**config.mk**
```make
export PLATFORM = sky130hd
export DESIGN_NAME = apb_bridge_ctrl
export DESIGN_NICKNAME = d
export VERILOG_FILES = /design/src/rtl/bridge_pkg.sv /design/src/rtl/apb_addr_decode.sv /design/src/rtl/apb_bridge_ctrl.sv
export SDC_FILE = /design/constraint.sdc
export NUM_CORES = 1
export LEC_CHECK = 0
export CAP_MARGIN = 20
export CORE_ASPECT_RATIO = 1.5
export CORE_MARGIN = 4
export CORE_UTILIZATION = 30
export CTS_BUF_LIST = sky130_fd_sc_hd__clkbuf_4 sky130_fd_sc_hd__clkbuf_8
export DETAILED_ROUTE_END_ITERATION = 6
export PLACE_DENSITY_LB_ADDON = 0.1
export REMOVE_ABC_BUFFERS = 1
export SLEW_MARGIN = 10
export SYNTH_ARGS = -nofsm -noshare
export SYNTH_HDL_FRONTEND = slang
export SYNTH_SLANG_ARGS = --single-unit
export TNS_END_PERCENT = 20
```
**constraint.sdc**
```tcl
create_clock -name clock -period 2.3 [get_ports clock]
set_clock_uncertainty 0.2 [all_clocks]
set_input_delay 0.575 -clock clock [delete_from_list [all_inputs] [get_ports clock]]
set_output_delay 0.575 -clock clock [all_outputs]
set_load 0.005 [all_outputs]
```
**src/rtl/bridge_pkg.sv**
```systemverilog
// Shared AHB-to-APB bridge types: FSM states, HTRANS/HRESP codes, slave address map.
// Latency: n/a (declarations only).
// Backpressure: n/a. ST_ERR1/ST_ERR2 exist only when BRIDGE_ERR_RESP_EN is defined.
package bridge_pkg;

    localparam logic [1:0] HTRANS_IDLE   = 2'b00;
    localparam logic [1:0] HTRANS_BUSY   = 2'b01;
    localparam logic [1:0] HTRANS_NONSEQ = 2'b10;
    localparam logic [1:0] HTRANS_SEQ    = 2'b11;

    localparam logic [1:0] HRESP_OKAY    = 2'b00;
    localparam logic [1:0] HRESP_ERROR   = 2'b01;

    // Three 64 MiB APB windows, contiguous from 0x8000_0000
    localparam logic [31:0] SLV0_BASE  = 32'h8000_0000;
    localparam logic [31:0] SLV0_LIMIT = 32'h83FF_FFFF;
    localparam logic [31:0] SLV1_BASE  = 32'h8400_0000;
    localparam logic [31:0] SLV1_LIMIT = 32'h87FF_FFFF;
    localparam logic [31:0] SLV2_BASE  = 32'h8800_0000;
    localparam logic [31:0] SLV2_LIMIT = 32'h8BFF_FFFF;

    typedef enum logic [2:0] {
        ST_IDLE,
        ST_WWAIT,
        ST_READ,
        ST_RENABLE,
        ST_WRITE,
`ifdef BRIDGE_ERR_RESP_EN
        ST_WENABLE,
        ST_ERR1,
        ST_ERR2
`else
        ST_WENABLE
`endif
    } state_t;

endpackage

```
**src/rtl/apb_addr_decode.sv**
```systemverilog
// Address decoder: AHB address to one-hot APB slave select plus hit flag.
// Latency: purely combinational.
// Backpressure: none; evaluated every cycle.
module apb_addr_decode #(
    parameter int ADDR_W = 32
) (
    input  logic [ADDR_W-1:0] addr,
    output logic [2:0]        sel,
    output logic              hit
);
    import bridge_pkg::*;

    // Widen so the compare works for any ADDR_W against the 32-bit map constants
    logic [63:0] addr_ext;
    assign addr_ext = 64'(addr);

    // One range compare per slave window
    always_comb begin
        sel = 3'b000;
        if (addr_ext >= 64'(SLV0_BASE) && addr_ext <= 64'(SLV0_LIMIT)) sel[0] = 1'b1;
        if (addr_ext >= 64'(SLV1_BASE) && addr_ext <= 64'(SLV1_LIMIT)) sel[1] = 1'b1;
        if (addr_ext >= 64'(SLV2_BASE) && addr_ext <= 64'(SLV2_LIMIT)) sel[2] = 1'b1;
    end

    assign hit = |sel;

endmodule

```
**src/rtl/apb_bridge_ctrl.sv**
```systemverilog
// AHB-lite to APB bridge controller; BRIDGE_ERR_RESP_EN adds a two-cycle ERROR response for unmapped addresses.
// Latency: read completes 2 cycles after its address phase, write 3 cycles.
// Backpressure: Hreadyout low during setup/wait states; a new transfer is taken in IDLE or either enable state.
module apb_bridge_ctrl #(
    parameter int ADDR_W = 32,
    parameter int DATA_W = 32
) (
    input  logic              clock,
    input  logic              Hresetn,
    input  logic [ADDR_W-1:0] Haddr,
    input  logic              Hwrite,
    input  logic [1:0]        Htrans,
    input  logic              Hreadyin,
    input  logic [DATA_W-1:0] Hwdata,
    input  logic [DATA_W-1:0] Prdata,
    output logic              Hreadyout,
    output logic [1:0]        Hresp,
    output logic [DATA_W-1:0] Hrdata,
    output logic [2:0]        Pselx,
    output logic              Penable,
    output logic              Pwrite,
    output logic [ADDR_W-1:0] Paddr,
    output logic [DATA_W-1:0] Pwdata
);
    import bridge_pkg::*;

    state_t            state, state_nxt;
    logic [ADDR_W-1:0] addr_r;
    logic              wr_r;
    logic [2:0]        sel_r;
    logic [DATA_W-1:0] wdata_r;
    logic [2:0]        dec_sel;
    logic              dec_hit;
    logic              accept_pt;
    logic              xfer_req;
    logic              valid;
    logic              accept;

    apb_addr_decode #(.ADDR_W(ADDR_W)) u_dec (
        .addr (Haddr),
        .sel  (dec_sel),
        .hit  (dec_hit)
    );

    // States in which a new address phase may be taken
    assign accept_pt = (state == ST_IDLE) || (state == ST_RENABLE) || (state == ST_WENABLE);

    // Kept outside the FSM comb block: valid depends on Hreadyout, and the
    // next-state logic depends on valid, so merging them would form a loop.
`ifdef BRIDGE_ERR_RESP_EN
    assign Hreadyout = accept_pt || (state == ST_ERR2);
`else
    assign Hreadyout = accept_pt;
`endif

    assign xfer_req = Hreadyin && Hreadyout &&
                      ((Htrans == HTRANS_NONSEQ) || (Htrans == HTRANS_SEQ));
    assign valid    = xfer_req && dec_hit;
    assign accept   = valid && accept_pt;

    assign Paddr  = addr_r;
    assign Pwdata = wdata_r;

    // State register; reset aborts any transfer in flight
    always_ff @(posedge clock or negedge Hresetn) begin
        if (!Hresetn) state <= ST_IDLE;
        else          state <= state_nxt;
    end

    // Capture address, direction and decode on acceptance; write data in its data phase
    always_ff @(posedge clock or negedge Hresetn) begin
        if (!Hresetn) begin
            addr_r  <= '0;
            wr_r    <= 1'b0;
            sel_r   <= 3'b000;
            wdata_r <= '0;
        end else begin
            if (accept) begin
                addr_r <= Haddr;
                wr_r   <= Hwrite;
                sel_r  <= dec_sel;
            end
            if (state == ST_WWAIT) wdata_r <= Hwdata;
        end
    end

    // Next-state and APB/AHB output decode
    always_comb begin
        state_nxt = state;
        Pselx     = 3'b000;
        Penable   = 1'b0;
        Pwrite    = 1'b0;
        Hresp     = HRESP_OKAY;
        Hrdata    = '0;
        case (state)
            ST_IDLE, ST_RENABLE, ST_WENABLE: begin
                if (state != ST_IDLE) begin
                    Pselx   = sel_r;
                    Penable = 1'b1;
                    Pwrite  = wr_r;
                end
                if (state == ST_RENABLE) Hrdata = Prdata;
                if (valid)            state_nxt = Hwrite ? ST_WWAIT : ST_READ;
`ifdef BRIDGE_ERR_RESP_EN
                else if (xfer_req)    state_nxt = ST_ERR1;
`endif
                else                  state_nxt = ST_IDLE;
            end
            ST_WWAIT: state_nxt = ST_WRITE;
            ST_READ, ST_WRITE: begin
                Pselx     = sel_r;
                Pwrite    = wr_r;
                state_nxt = (state == ST_READ) ? ST_RENABLE : ST_WENABLE;
            end
`ifdef BRIDGE_ERR_RESP_EN
            ST_ERR1: begin
                Hresp     = HRESP_ERROR;
                state_nxt = ST_ERR2;
            end
            ST_ERR2: begin
                Hresp     = HRESP_ERROR;
                state_nxt = ST_IDLE;
            end
`endif
            default: state_nxt = ST_IDLE;
        endcase
    end

endmodule
```
==> results.json <==
{
  "hpwlAfterDp_mm": 7.06,
  "cts_tree": "done",
  "fin_ws_ns": -0.0270,
  "synth_most_common_cell": "dfrtp_1",
  "die_w_um": 91.1,
  "grt.total_usage": 0.156,
  "synth_cell_types": 30,
  "slowest_delay_ns": 0.39,
  "dr.pass1.iters": 5,
  "end_kind": "primary output",
  "period_needed_ns": 2.33,
  "maxCapViolCount": 0,
  "required_ns": 1.52,
  "avgViaCountPerCell": 4.49,
  "fill_cells": 907,
  "antenna_found_initial": 0,
  "slew_viol_final": 0,
  "cts_root_buf": "clkbuf_8",
  "post-synth-top-area-cell": "dfrtp_1",
  "drt-wirelength-per-cell_um": 16.8,
  "ff_latch_area_um2": 1780,
  "ir_drop_v": 0.000715,
  "hold_viol": 0,
  "drt_iter0_markers": 56,
  "io_pins": 206,
  "area_growth_pct": 79.7,
  "grt_pass1_wl_mm": 14.7,
  "remaining_drc_errors": 0,
  "ys_seq_area_frac": 0.572,
  "status": "finished, violations left",
  "multi_input_area_um2": 1270,
  "yosysTopAreaCellShare": 0.572,
  "antenna_cells": 0,
  "synthFlopType": "dfrtp_1",
  "cp.arrival_ns": 1.55,
  "path_class": "reg -> out",
  "core_um2": 10100,
  "power_leakage_nw": 2.63,
  "htreeDepth": 3,
  "startpoint_type": "register",
  "num_vias": 2539,
  "crit_slowest_cell": "dfrtp_1",
  "dieArea_um2": 12100,
  "rsz0062_at_grt": "yes",
  "synth_edf_count": 0,
  "violations": "negative setup slack",
  "ys_ff_latch": 71,
  "grt_pass1_vias": 2738,
  "finalSetupViolations": 1,
  "total_power_mw": 5.37,
  "final_antenna_net_count": 0,
  "clock_tree.buffer_depth": 2,
  "wl_mm": 9.52,
  "start_util": 0.306,
  "power_density_nw_per_um2": 963,
  "fin_nets": 546,
  "netlist_area_um2": 3100,
  "avgSynthCellArea_um2": 14.4,
  "row_count": 45,
  "cts_sinks": 71,
  "clock.fmax_ghz": 0.430,
  "layout-drive-gt1-share": 0.336,
  "grt_max_degree": 40,
  "dp_slack_ns": -0.458,
  "portBuffers": 202,
  "clk_latency_ns": 0.33,
  "netlist_instances": 216,
  "synth.area.top_cells": "dfrtp_1 57%, mux2_2 12%, mux2_4 12%",
  "gp_congestion": 0.777,
  "yosys-top-cells-count": "71 x dfrtp_1, 40 x and2_1, 34 x mux2_2, 25 x mux2_4, 5 x clkbuf_1",
  "clk_pin_slew_ns": 0.07,
  "async_flop_share": 1.00,
  "cp_max_fo": 8,
  "hold_path_class": "reg -> reg",
  "grt-ovfl-total": 0,
  "timing.critical_path.cells": "and3b_2 > buf_6 > buf_8 > a21o_1 > buf_2",
  "period_share": 1.01,
  "die_h_um": 133,
  "numCtsBuffers": 9,
  "ys_warn_count": 0
}
==> worst max-delay path: cells and delay by family, from the launching register on <==
family / cells / cell delay [ns]
buffers and inverters: 3 / 0.40
flip-flops: 1 / 0.39
AND/OR/NAND/NOR: 1 / 0.26
AO/OA/AOI/OAI: 1 / 0.18
==> repair_timing <==
item,4_1_cts,5_1_grt
setup endpoints to repair,67,64
hold buffers,1,0
endpoints found under the hold margin,32,0
buffers inserted,5,0
resized for setup,139,23
cloned,3,0
pin swaps,13,3
==> flip-flops by register name, summed over array words and instances (netlist names) <==
name and cells:
state 3, Pwdata 32, wr_r 1, Paddr 32
sel_r 3
==> logic make-up after synthesis <==
group	Yosys count	synth area share
AND/OR/NAND/NOR	54	0.108
buffers and inverters	17	0.0314
XOR/XNOR	2	0.00564
other	1	0.00121
multiplexers	59	0.244
AO/OA/AOI/OAI	11	0.0335
adder cells (fa/ha/maj)	1	0.00322
flip-flops	71	0.572
==> final cells by class <==
class | count | area share
timing repair buffer | 229 | 0.387
sequential | 71 | 0.319
multi-input combinational | 129 | 0.228
clock buffer | 13 | 0.0310
tap | 117 | 0.0262
clock inverter | 3 | 0.00718
inverter | 4 | 0.00269
==> per-stage QoR <==
stage / instances / cell area, µm² / hold WS (ns) / setup TNS (ns) / utilization
2_1_floorplan: 204 / 3030 / 0.0794 / -48.00 / -
3_3_place_gp: 543 / 5410 / 0.252 / -17.99 / 0.534
3_5_place_dp: 543 / 5410 / 0.256 / -18.83 / 0.534
4_1_cts: 568 / 5650 / 0.271 / -2.71 / 0.558
5_1_grt: 566 / 5580 / 0.304 / -1.71 / 0.550
6_report: 566 / 5580 / 0.265 / -0.0270 / 0.550
==> routing by layer <==
layer,global-route usage,vias to the layer above,share of wire
li1,-,1184,-
met1,0.155,1210,0.36
met2,0.288,137,0.53
met3,0.0666,8,0.095
met4,0.0503,0,0.011
met5,0,-,0
==> power by group <==
| part | total [mW] | internal, mW | switching (mW) |
|---|---|---|---|
| logic | 2.32 | 1.62 | 0.702 |
| registers | 2.00 | 1.75 | 0.251 |
| clock network | 1.05 | 0.599 | 0.449 |
==> final timing paths <==
check                                           start               endpoint  slack, ns  cells past startpoint
worst max-delay path               state[1]$_DFF_PN0_              Hreadyout      -0.03                      5
min in group asynchronous                     Hresetn  Paddr[12]$_DFFE_PN0P_       0.51                      2
worst max register to register     state[1]$_DFF_PN0_   Paddr[0]$_DFFE_PN0P_       0.14                      8
worst min-delay path            Paddr[31]$_DFFE_PN0P_  Paddr[31]$_DFFE_PN0P_       0.26                      1
max in group asynchronous                     Hresetn  Pwdata[0]$_DFFE_PN0P_       0.81                      3
worst min register to register  Paddr[31]$_DFFE_PN0P_  Paddr[31]$_DFFE_PN0P_       0.26                      1
==> cell usage in the layout (no fill, tap or decap), types with 9 or more instances in the layout <==
master and count:
and2_1 35, buf_2 26, buf_4 17, clkbuf_2 9, clkbuf_8 12, clkdlybuf4s50_1 159
dfrtp_1 71, mux2_2 34, mux2_4 25
No activity file was read; power rests on OpenSTA's default activity.
==> RTL change 1 (same settings) <==
The option `BRIDGE_ERR_RESP_EN` is turned on by a define.
--- a/src/rtl/bridge_pkg.sv
+++ b/src/rtl/bridge_pkg.sv
@@ -3,2 +3,4 @@
 // Backpressure: n/a. ST_ERR1/ST_ERR2 exist only when BRIDGE_ERR_RESP_EN is defined.
+`define BRIDGE_ERR_RESP_EN
+
 package bridge_pkg;
Function: changed (Yosys sat finds a counterexample within 4 cycles, from zero or initial values and one cycle with Hresetn low).
==> RTL change 1 against the original RTL <==
  * The run still ends with setup timing left
  * Total power increased by 4.8%
  * Final area rose by 0.81%
  * Register-to-register slack got worse by 20 ps
  * Clock power decreased by 21%
  * Sequential cell count did not move
  * Setup slack got worse by 100 ps
  * Die area shrank 0.22%
  * Global-route usage is 0.47 points higher
  * Synthesized area shrank 0.24%
  * Routed wire length rose by 2.6%
  * Highest routed layer unchanged
==> RTL change 1: results (changes against the original RTL) <==
- Delay-heaviest family, CP: flip-flops
- Critical Path Max Stage Delay: 460 ps (+70 ps)
- Global-route wire length before repair: 15.0 mm (+2.4%)
- Outcome: complete, but fails checks
- Post-route non-filler standard cell count: 556 (-1.8%)
- Failing checks: setup timing
- Filler cells: 877 (-3.3%)
- Met3 WL: 491 um (-46%)
- Post-synthesis sequential area ratio: 57.4% (+0.14 points)
- NonClk Buf Share: 39.4% (+0.76 points)
- GR Util met3: 4.21% (-2.4 points)
- DR WL met2: 5.15 mm (+1.1%)
- Total routing usage reported by global routing: 16.1% (+0.47 points)
- Syn Area/Cell: 14.6 sq um (+1.6%)
- Share of cells above drive strength 1: 34.4% (+0.77 points)
- Final worst slack: -129 ps (-101 ps)
- Hpwl dp: 7.66 mm (+8.4%)
- Ranking of synthesized cells by area: dfrtp_1 57%, mux2_4 12%, mux2_2 12%
- Cells after DPL: 533 (-1.8%)
- Plain + repair buffers: 224 (-2.2%)
- Placed Instance Area: 0.00536 sq mm (-0.83%)
- Final GP Congestion: 0.787 (+1.3%)
- Clock buffer cells: 11 (-2)
- Switching share of power: 27.6% (+1.5 points)
- Finished Cell Area: 0.00562 sq mm (+0.81%)
- Routed wire per std cell: 17.6 um (+4.5%)
- Sequential Area: 0.00178 sq mm (about the same)
- Distinct cells, synth: 28 (-6.7%)
- I/O Buffers: 203 (+0.50%)
- Multi-input gates: 127 (-1.6%)
- WL met1: 3.94 mm (+15%)
- Netlist Area Pre-Place: 0.00310 sq mm (-0.24%)
- Initial DRC Count: 57 (+1.8%)
- Setup violators final: 15 (+14)
- Via density: 4.35 (-3.0%)
[RTL change 1: cells by family after synthesis]
logic type / after synthesis / synth area share (%)
compound gates: 8 / 2.06
mux: 63 / 25.9
flops: 71 / 57.4
buf+inv: 14 / 2.79
other cells: 1 / 0.121
xor+xnor: 3 / 0.849
simple gates: 52 / 10.9
[RTL change 1: power by group through the flow]
stage / Sequential, uW / Clock (uW) / Combinational, uW
after global placement: 2050 / 0 / 2660
after CTS: 2050 / 874 / 2710
after global routing: 2120 / 933 / 2940
after floorplan: 2100 / 0 / 923
final: 2050 / 833 / 2750
after detailed placement: 2060 / 0 / 2690
[RTL change 1: worst paths after layout]
path / from / slack [ps] / endpoint / cells after the start
hold reg to reg: Paddr[31]$_DFFE_PN0P_ / 290 / Paddr[31]$_DFFE_PN0P_ / 1
setup / recovery: state[1]$_DFF_PN0_ / -130 / Hrdata[29] / 5
max in group asynchronous: Hresetn / 820 / Pwdata[4]$_DFFE_PN0P_ / 3
setup reg to reg: state[1]$_DFF_PN0_ / 120 / Paddr[1]$_DFFE_PN0P_ / 7
hold / removal: Paddr[31]$_DFFE_PN0P_ / 290 / Paddr[31]$_DFFE_PN0P_ / 1
min in group asynchronous: Hresetn / 510 / Pwdata[10]$_DFFE_PN0P_ / 2
[RTL change 1: worst reg2reg max path, stage by stage (launching register included)]
cell and delay (ps):
dfrtp_2 460, and3b_2 300, buf_6 150, buf_16 140, o2bb2ai_1 190, nand2_4 130, buf_12 180, mux2_1 330
[RTL change 1: timing repair]
action / CTS / global route
pin swaps: 4 / 9
buffers inserted: 3 / 0
endpoints found under the hold margin: 28 / 0
resized for setup: 113 / 48
hold buffers: 1 / 0
endpoints found under the setup margin: 38 / 38
gates cloned: 1 / 2
==> RTL change 2 (same settings) <==
Made on the original files. The 6 states of `state_t` get a one-hot encoding in 6 bits.
--- a/src/rtl/bridge_pkg.sv
+++ b/src/rtl/bridge_pkg.sv
@@ -21,8 +21,8 @@
 
-    typedef enum logic [2:0] {
-        ST_IDLE,
-        ST_WWAIT,
-        ST_READ,
-        ST_RENABLE,
-        ST_WRITE,
+    typedef enum logic [5:0] {
+        ST_IDLE    = 6'b000001,
+        ST_WWAIT   = 6'b000010,
+        ST_READ    = 6'b000100,
+        ST_RENABLE = 6'b001000,
+        ST_WRITE   = 6'b010000,
 `ifdef BRIDGE_ERR_RESP_EN
@@ -32,3 +32,3 @@
 `else
-        ST_WENABLE
+        ST_WENABLE = 6'b100000
 `endif
Behaviour: same outputs for any inputs over 10 cycles, from zero or initial values and one cycle with Hresetn low; not proved beyond that.
==> RTL change 2 against the original RTL <==
  * The run still ends with setup timing left
  * Register-to-register slack got worse by 150 ps
  * Critical path type unchanged
  * Final area rose by 4.4%
  * Sequential cell count rose by 3
  * Via count rose by 4.6%
  * Routed wire length fell by 2.9%
  * Critical path depth rose by 3
  * Synthesized area rose by 1.2%
  * Setup slack got worse by 190 ps
Power is not compared: it rests on default switching activity, and its combinational part moved more than twofold at a synthesized area within 25%.
==> RTL change 2: results (changes against the original RTL) <==
- Post-route non-filler standard cell count: 613 (+8.3%)
- Largest net degree at the start of global routing: 34 (-15%)
- Hold Path Stages: 1 (unchanged)
- Drt pass-1 iters: 2 (-3)
- Syn. warnings: 0 (unchanged)
- Clock-pin slew on the worst setup and hold paths: 70 ps (about the same)
- Placed Instance Area: 0.00549 sq mm (+1.5%)
- I/O Buffers: 202 (unchanged)
- Post-synthesis sequential area ratio: 59.0% (+1.8 points)
- Critical path arrival: 1740 ps (+190 ps)
- Failing checks: setup timing
- Hpwl dp: 7.03 mm (-0.44%)
- Distinct cells, synth: 34 (+13%)
- Crit Path Max Fanout: 5 (-3)
- Cell count after synthesis: 231 (+6.9%)
- Filler cells: 892 (-1.7%)
- Layout Nets: 569 (+4.2%)
- Top cell type's share of synthesized area: 58.2% (+0.93 points)
- Final GP Congestion: 0.774 (-0.46%)
- # diodes: 0 (unchanged)
- Worst vdd ir: 0.424 mV
- Worst-Skew Late Latency: 340 ps
- H-tree Lvls: 3 (unchanged)
- Final worst slack: -220 ps (-193 ps)
- Global-route wire length before repair: 14.5 mm (-1.3%)
- Drt total wl: 9.24 mm (-2.9%)
- P_leak: between 0.002 and 0.003 uW
- DR vias: 2,655 (+4.6%)
- Ranking of synthesized cells by area: dfrtp_1 58%, mux2_2 20%, and2_1 6.4%
- Critical Path Max Stage Delay: 390 ps (about the same)
- Initial DRC Count: 59 (+5.4%)
- Initial antenna violation count: 0 (unchanged)
- Share of cells above drive strength 1: 36.9% (+3.2 points)
- Synth top cells by count: 73 x dfrtp_1, 56 x mux2_2, 32 x and2_1, 7 x nor2_1, 6 x o21ai_0
- Inserted Clock Buffers: 9 (unchanged)
- Outcome: complete, but fails checks
- Cells after DPL: 588 (+8.3%)
- Setup violators final: 52 (+51)
- Vias in the first global route: 2,818 (+2.9%)
- Total routing usage reported by global routing: 15.0% (-0.56 points)
- Clk buf depth: 2 (unchanged)
- Hold Path Class: flip-flop to flip-flop
- CTS root buf: clkbuf_8
- Critical Path Slowest Stage Cell: dfrtp_1
[RTL change 2: cell types whose count changed in the layout (fill, tap and decap cells not counted), moves of 9 or more]
cell / change
mux2_2: +22
buf_6: +20
and2_4: +10
mux2_4: -25
buf_4: +9
buf_2: -11
and2_1: -18
clkbuf_2: -9
[RTL change 2: repair_timing]
action                                 CTS  global route
setup buffers                            5             0
gates cloned                             4             0
endpoints found under the hold margin   24             0
resized for setup                      184            21
hold buffers                             1             0
setup endpoints to repair               65            66
pin swaps                               16            20
[RTL change 2: logic make-up (layout without fill, tap and decap cells)]
group / Yosys count / count (layout) / synth area share [%]
DFF: 74 / 74 / 59.0
muxes: 59 / 59 / 21.2
AOI/OAI and AO/OA: 14 / 14 / 3.35
other: 1 / 2 / 0.119
xor gates and xnor gates: 4 / 4 / 1.12
and+or+nand+nor: 60 / 60 / 11.7
buffers and inverters: 19 / 259 / 3.59
[RTL change 2: final timing paths]
| check | startpoint | end | slack, ps |
|---|---|---|---|
| worst min register to register | Paddr[31]$_DFFE_PN0P_ | Paddr[31]$_DFFE_PN0P_ | 270 |
| worst max register to register | state[3]$_DFF_PN0_ | Paddr[19]$_DFFE_PN0P_ | -10 |
| worst max-delay path | state[5]$_DFF_PN0_ | Hrdata[8] | -220 |
| worst min-delay path | Paddr[31]$_DFFE_PN0P_ | Paddr[31]$_DFFE_PN0P_ | 270 |
| min in group asynchronous | Hresetn | Pwdata[20]$_DFFE_PN0P_ | 490 |
| max in group asynchronous | Hresetn | Pwdata[31]$_DFFE_PN0P_ | 880 |
[RTL change 2: through the flow]
stage	hold WS (ps)	TNS [ps]	setup WS, ps
floorplan	79.4	-35450	-618
global placement	251	-15850	-349
detailed placement	256	-15910	-346
CTS	274	-7690	-227
global route	283	-13220	-324
finish	272	-6190	-220
[RTL change 2: power by group]
group	total, uW	switching (uW)	internal (uW)
combinational	606	161	445
sequential	1490	61.9	1430
clock	1020	465	555
total	3120	688	2430
[RTL change 2: critical path, delay by kind of cell, from the launching register on]
kind / cells / cell delay, ps
buffers and inverters: 4 / 440
flip-flops: 1 / 390
AND/OR/NAND/NOR: 4 / 570
[RTL change 2: metal layers]
layer / wire (um) / global-route usage, % / vias to the layer above
li1: - / - / 1251
met1: 3160 / 15.1 / 1253
met2: 4920 / 27.6 / 140
met3: 1050 / 6.27 / 11
met4: 119 / 4.95 / 0
met5: 0 / 0 / -
[RTL change 2: layout make-up]
class / count / share of cell area [%]
timing repair buffer: 238 / 39.6
sequential: 74 / 31.9
multi-input combinational: 139 / 21.7
tap: 141 / 3.03
clock buffer: 11 / 2.60
clock inverter: 5 / 0.903
inverter: 5 / 0.322
